$ cat src/rtl/ysyx_23060332_core_seq_pkg.sv
// ysyx_23060332_core_seq_pkg: sequencer state encodings and the instruction codes it decodes
package ysyx_23060332_core_seq_pkg;
  typedef enum logic [2:0] {
    S_IDLE,
    S_IF_REQ,
    S_IF_WAIT,
    S_EX,
    S_MEM_REQ,
    S_MEM_WAIT,
    S_WB,
    S_HALT
  } state_e;
  localparam logic [6:0] INST_TYPE_L = 7'b0000011;
  localparam logic [6:0] INST_TYPE_S = 7'b0100011;
  localparam logic [31:0] INST_EBREAK = 32'h00100073;
endpackage

$ cat src/rtl/ysyx_23060332_bus_wdt.sv
// ysyx_23060332_bus_wdt: counts consecutive bus-wait cycles and flags when the limit is hit
module ysyx_23060332_bus_wdt #(
  parameter int TIMEOUT_CYC = 255
) (
  input  logic clk,
  input  logic rst,
  input  logic wait_i,
  input  logic clr_i,
  output logic expired_o
);
  localparam int W = $clog2(TIMEOUT_CYC + 1);
  logic [W-1:0] cnt_q, cnt_d;
  // restart on every state change; idle outside the wait states
  always_comb cnt_d = (clr_i || !wait_i) ? '0 : cnt_q + W'(1);
  // counter register
  always_ff @(posedge clk) cnt_q <= rst ? '0 : cnt_d;
  // fires in the last permitted wait cycle so the FSM leaves after exactly TIMEOUT_CYC cycles
  assign expired_o = wait_i && (cnt_q == W'(TIMEOUT_CYC - 1));
endmodule

$ cat src/rtl/ysyx_23060332_core_seq.sv
// ysyx_23060332_core_seq: multi-cycle fetch/execute/mem/write-back sequencer; bus timeout under YSYX_23060332_BUS_TIMEOUT_EN
module ysyx_23060332_core_seq
  import ysyx_23060332_core_seq_pkg::*;
#(
  parameter int CNT_W       = 64,
  parameter int TIMEOUT_CYC = 255
) (
  input  logic             clk,
  input  logic             rst,
  output logic             ifu_req_valid,
  input  logic             ifu_req_ready,
  input  logic             ifu_rsp_valid,
  output logic             ifu_rsp_ready,
  output logic             inst_latch_en,
  input  logic [31:0]      inst_i,
  input  logic             exu_reg_wen_i,
  input  logic             exu_jump_en_i,
  output logic             lsu_req_valid,
  input  logic             lsu_req_ready,
  output logic             lsu_wen,
  input  logic             lsu_rsp_valid,
  output logic             lsu_rsp_ready,
  output logic             reg_wen_o,
  output logic             pc_wen,
  output logic             pc_sel_jump,
  output logic [CNT_W-1:0] instret,
  output logic             halt_o,
  output logic             err_o
);
  state_e state_q, state_d;
  logic [CNT_W-1:0] instret_q, instret_d;
  logic is_load, is_store, is_ebreak, in_wait, timeout;
  assign is_load   = inst_i[6:0] == INST_TYPE_L;
  assign is_store  = inst_i[6:0] == INST_TYPE_S;
  assign is_ebreak = inst_i == INST_EBREAK;
  assign in_wait   = state_q inside {S_IF_REQ, S_IF_WAIT, S_MEM_REQ, S_MEM_WAIT};
`ifdef YSYX_23060332_BUS_TIMEOUT_EN
  logic err_q, err_d;
  ysyx_23060332_bus_wdt #(.TIMEOUT_CYC(TIMEOUT_CYC)) u_wdt (
    .clk      (clk),
    .rst      (rst),
    .wait_i   (in_wait),
    .clr_i    (state_d != state_q),
    .expired_o(timeout)
  );
  // error flag is sticky once a timeout drives the core into HALT
  always_comb err_d = err_q | timeout;
  // error register
  always_ff @(posedge clk) err_q <= rst ? 1'b0 : err_d;
  assign err_o = err_q;
`else
  logic unused_timeout_cyc;
  assign unused_timeout_cyc = |TIMEOUT_CYC;
  assign timeout = 1'b0;
  assign err_o   = 1'b0;
`endif
  // next-state and per-state handshake/strobe outputs
  always_comb begin
    state_d       = state_q;
    instret_d     = instret_q;
    ifu_req_valid = 1'b0;
    ifu_rsp_ready = 1'b0;
    inst_latch_en = 1'b0;
    lsu_req_valid = 1'b0;
    lsu_wen       = 1'b0;
    lsu_rsp_ready = 1'b0;
    reg_wen_o     = 1'b0;
    pc_wen        = 1'b0;
    pc_sel_jump   = 1'b0;
    case (state_q)
      S_IDLE:     state_d = S_IF_REQ;
      S_IF_REQ: begin
        ifu_req_valid = 1'b1;
        state_d       = ifu_req_ready ? S_IF_WAIT : S_IF_REQ;
      end
      S_IF_WAIT: begin
        ifu_rsp_ready = 1'b1;
        inst_latch_en = ifu_rsp_valid;
        state_d       = ifu_rsp_valid ? S_EX : S_IF_WAIT;
      end
      S_EX:       state_d = is_ebreak ? S_HALT : (is_load || is_store) ? S_MEM_REQ : S_WB;
      S_MEM_REQ: begin
        lsu_req_valid = 1'b1;
        lsu_wen       = is_store;
        state_d       = lsu_req_ready ? S_MEM_WAIT : S_MEM_REQ;
      end
      S_MEM_WAIT: begin
        lsu_rsp_ready = 1'b1;
        state_d       = lsu_rsp_valid ? S_WB : S_MEM_WAIT;
      end
      S_WB: begin
        pc_wen      = 1'b1;
        pc_sel_jump = exu_jump_en_i;
        reg_wen_o   = is_load || (!is_store && exu_reg_wen_i);
        instret_d   = instret_q + CNT_W'(1);
        state_d     = S_IF_REQ;
      end
      S_HALT:     state_d = S_HALT;
      default:    state_d = S_IDLE;
    endcase
    if (timeout) state_d = S_HALT;
  end
  // state and retired-instruction registers
  always_ff @(posedge clk) begin
    state_q   <= rst ? S_IDLE : state_d;
    instret_q <= rst ? '0 : instret_d;
  end
  assign instret = instret_q;
  assign halt_o  = state_q == S_HALT;
endmodule

$ cat config.mk
export PLATFORM = sky130hd
export DESIGN_NAME = ysyx_23060332_core_seq
export DESIGN_NICKNAME = d
export VERILOG_FILES = /design/src/rtl/ysyx_23060332_core_seq_pkg.sv /design/src/rtl/ysyx_23060332_bus_wdt.sv /design/src/rtl/ysyx_23060332_core_seq.sv
export SDC_FILE = /design/constraint.sdc
export NUM_CORES = 1
export LEC_CHECK = 0
export ABC_AREA = 1
export BUFFER_PORTS_ARGS = -buffer_cell sky130_fd_sc_hd__buf_2
export CORE_MARGIN = 2
export CORE_UTILIZATION = 40
export DETAILED_ROUTE_END_ITERATION = 16
export REMOVE_ABC_BUFFERS = 1
export SYNTH_ARGS = -nofsm -noshare
export SYNTH_HDL_FRONTEND = slang
export SYNTH_SLANG_ARGS = --single-unit
$ cat constraint.sdc
create_clock -name clk -period 2.2 [get_ports clk]
set_input_delay 0.11 -clock clk [delete_from_list [all_inputs] [get_ports clk]]
set_output_delay 0.11 -clock clk [all_outputs]
set_load 0.005 [all_outputs]
==> flow_summary.json <==
{
  "status": "finished clean",
  "cts_root_buf": "clkbuf_8",
  "ant_nets": 0,
  "leakagePower_uw": 0.00211,
  "cts-buffers-inserted": 9,
  "worstHoldPathType": "input port to flip-flop",
  "ys_seq_area_share_pct": 31.8,
  "top_usage_layer": "met2",
  "startpoint_type": "flip-flop",
  "cts_setup_buffers": 0,
  "criticalPathCategory": "flip-flop to output port",
  "cts_sinks": 67,
  "antenna_found_initial": 0,
  "areaGrowthSynthToFinish_pct": 21.1,
  "synthCells": 680,
  "pwr-share-comb_pct": 10.2,
  "hold-worst-slack_ps": 57.0,
  "grt_start_max_net_pins": 25,
  "dpl.hpwl_um": 10400,
  "synth_common_cells": "nand2_1, nor2_1, inv_1, dfxtp_1, nand3_1",
  "multi_input_area_um2": 2510,
  "instances_no_fill": 938,
  "grt_use_met2_pct": 36.1,
  "vias": 4665,
  "tns_ps": 0,
  "grt_pass1_vias": 4204,
  "arrival_ps": 1820,
  "wl_per_cell_um": 13.9,
  "cts_tree": "yes",
  "cp_data_required_time_ps": 2090,
  "initial_core_util_pct": 41.0,
  "firstDrtPassIters": 7,
  "vias_per_cell": 4.97,
  "crit_path_end_kind": "output port",
  "min_period_ps": 1930,
  "power_frac_seq_pct": 49.2,
  "internal-power_uw": 1890,
  "worst_clock_skew_ps": 13.6,
  "grt_pass1_wl_um": 21000,
  "finalSetupViolCount": 0,
  "track_usage_pct": 23.5,
  "fin_crit_sh_pct": 87.7,
  "synth_area_leaders": "dfxtp_1, nand2_1, nor2_1",
  "maxCapViolations": 0,
  "drtIter0Drc": 230,
  "grt-ovfl-total": 0,
  "syn_avg_cell_area_um2": 6.20,
  "diodes": 0,
  "port_buffers": 113,
  "drive_gt1_share_pct": 21.3,
  "path_clk_slew_ps": 70,
  "wirelength_um": 13000,
  "ir_drop_uv": 292,
  "final_max_slew_viol_count": 0,
  "yosysTopAreaCell": "dfxtp_1",
  "gp_congestion": 0.973,
  "cts_buffer_depth": 2,
  "core_um2": 10300,
  "die_w_um": 107,
  "yosys_warnings": 0,
  "final_nets": 838,
  "yosysMostFrequentCell": "nand2_1",
  "dieHeight_um": 107,
  "final_core_util_pct": 49.7,
  "max_freq_mhz": 519,
  "n_fill_cell": 1098,
  "dieArea_um2": 11400,
  "drc": 0,
  "hold_viol": 0,
  "swShare_pct": 26.3,
  "power_frac_clock_pct": 40.6,
  "cts_resized": 0,
  "use_met1_pct": 33.2,
  "postCtsHoldBufs": 0,
  "relSlewSlack_pct": 58.4,
  "ioPinCount": 115,
  "synth-edff-count": 0,
  "clock_latency_ps": 360,
  "num_rows": 37,
  "syn_area_um2": 4220,
  "seqCellArea_um2": 1340,
  "cts_max_level": 3,
  "switching_power_uw": 674,
  "rsz0062_at_grt": "false",
  "ys_ff_latch": 67,
  "async_flop_share_pct": 0,
  "met3_usage_pct": 3.10,
  "synth.distinct_cells": 39,
  "tightestPinTransition_ps": 620,
  "cp_max_fo": 14,
  "p_per_area_nw_per_um2": 503,
  "yosysTopAreaCellShare_pct": 31.8,
  "synth_ff_type": "dfxtp_1",
  "numPlacedInstances": 922
}
[final timing paths]
path / startpoint / endpoint / slack [ps] / cells after the start
setup / recovery: state_q[1]$_SDFF_PP0_ / reg_wen_o / 270 / 5
hold / removal: rst / instret[45]$_SDFFE_PP0P_ / 60 / 2
setup reg to reg: state_q[1]$_SDFF_PP0_ / instret[32]$_SDFFE_PP0P_ / 330 / 7
hold reg to reg: instret[7]$_SDFFE_PP0P_ / instret[7]$_SDFFE_PP0P_ / 500 / 2
[cell usage in the layout (no fill, tap or decap), types with 3 or more instances in the layout]
cell type,n
nand3_1,32
nand3_2,9
nor2_4,10
nand4_1,30
nand2_1,166
inv_1,76
nor3_1,15
a21oi_1,24
clkbuf_1,4
dfxtp_1,67
xnor2_1,3
inv_2,5
clkbuf_8,10
buf_2,113
buf_4,4
nor3b_1,6
xor2_1,7
o21ai_0,20
nor2_2,9
nor2_1,164
[stage by stage]
step	total power (uW)	area (um^2)	setup slack (ps)
floorplan	1440	4150	516
global placement	1550	4920	428
detailed placement	1550	4920	335
CTS	2570	5110	256
global route	2670	5110	118
finish	2570	5110	271
[worst max-delay path, cell delays in order, from the launching register on]
cell and delay, ps:
dfxtp_1 460, nand2_1 130, nor2_4 380, buf_4 250, o211a_1 150, buf_2 100
[sequential cells by signal, summed over array words and instances (netlist names), named ones only]
register  cells
state_q       2
instret      64
[cell type report]
cell class | count | area share (%)
flip-flops and latches | 67 | 26.3
inverters | 81 | 5.95
multi-input cells | 521 | 49.1
clock buffers | 14 | 2.99
well taps | 136 | 3.33
repair buffers | 117 | 11.7
clock inverters | 2 | 0.686
[logic make-up after synthesis]
group           after synthesis  synth area share (%)
compound gates               54                  6.91
simple gates                455                  50.1
flops                        67                  31.8
xor+xnor                     10                  2.08
buf+inv                      92                  8.72
other cells                   1                0.0889
fa+ha+maj                     1                 0.297
[layer usage]
layer	share of wire (%)	vias up	routed length (um)
met3	6.4	21	829
met5	0	-	0
met2	44	167	5790
met1	47	2089	6170
met4	1.9	0	248
li1	-	2388	-
[power by group through the flow]
stage	clock [uW]	sequential, uW	combinational [uW]
CTS	1050	1260	263
global placement	0	1290	260
global route	1100	1270	295
floorplan	0	1280	152
detailed placement	0	1290	262
finish	1040	1260	263
Power figures use the tool's default switching activity.
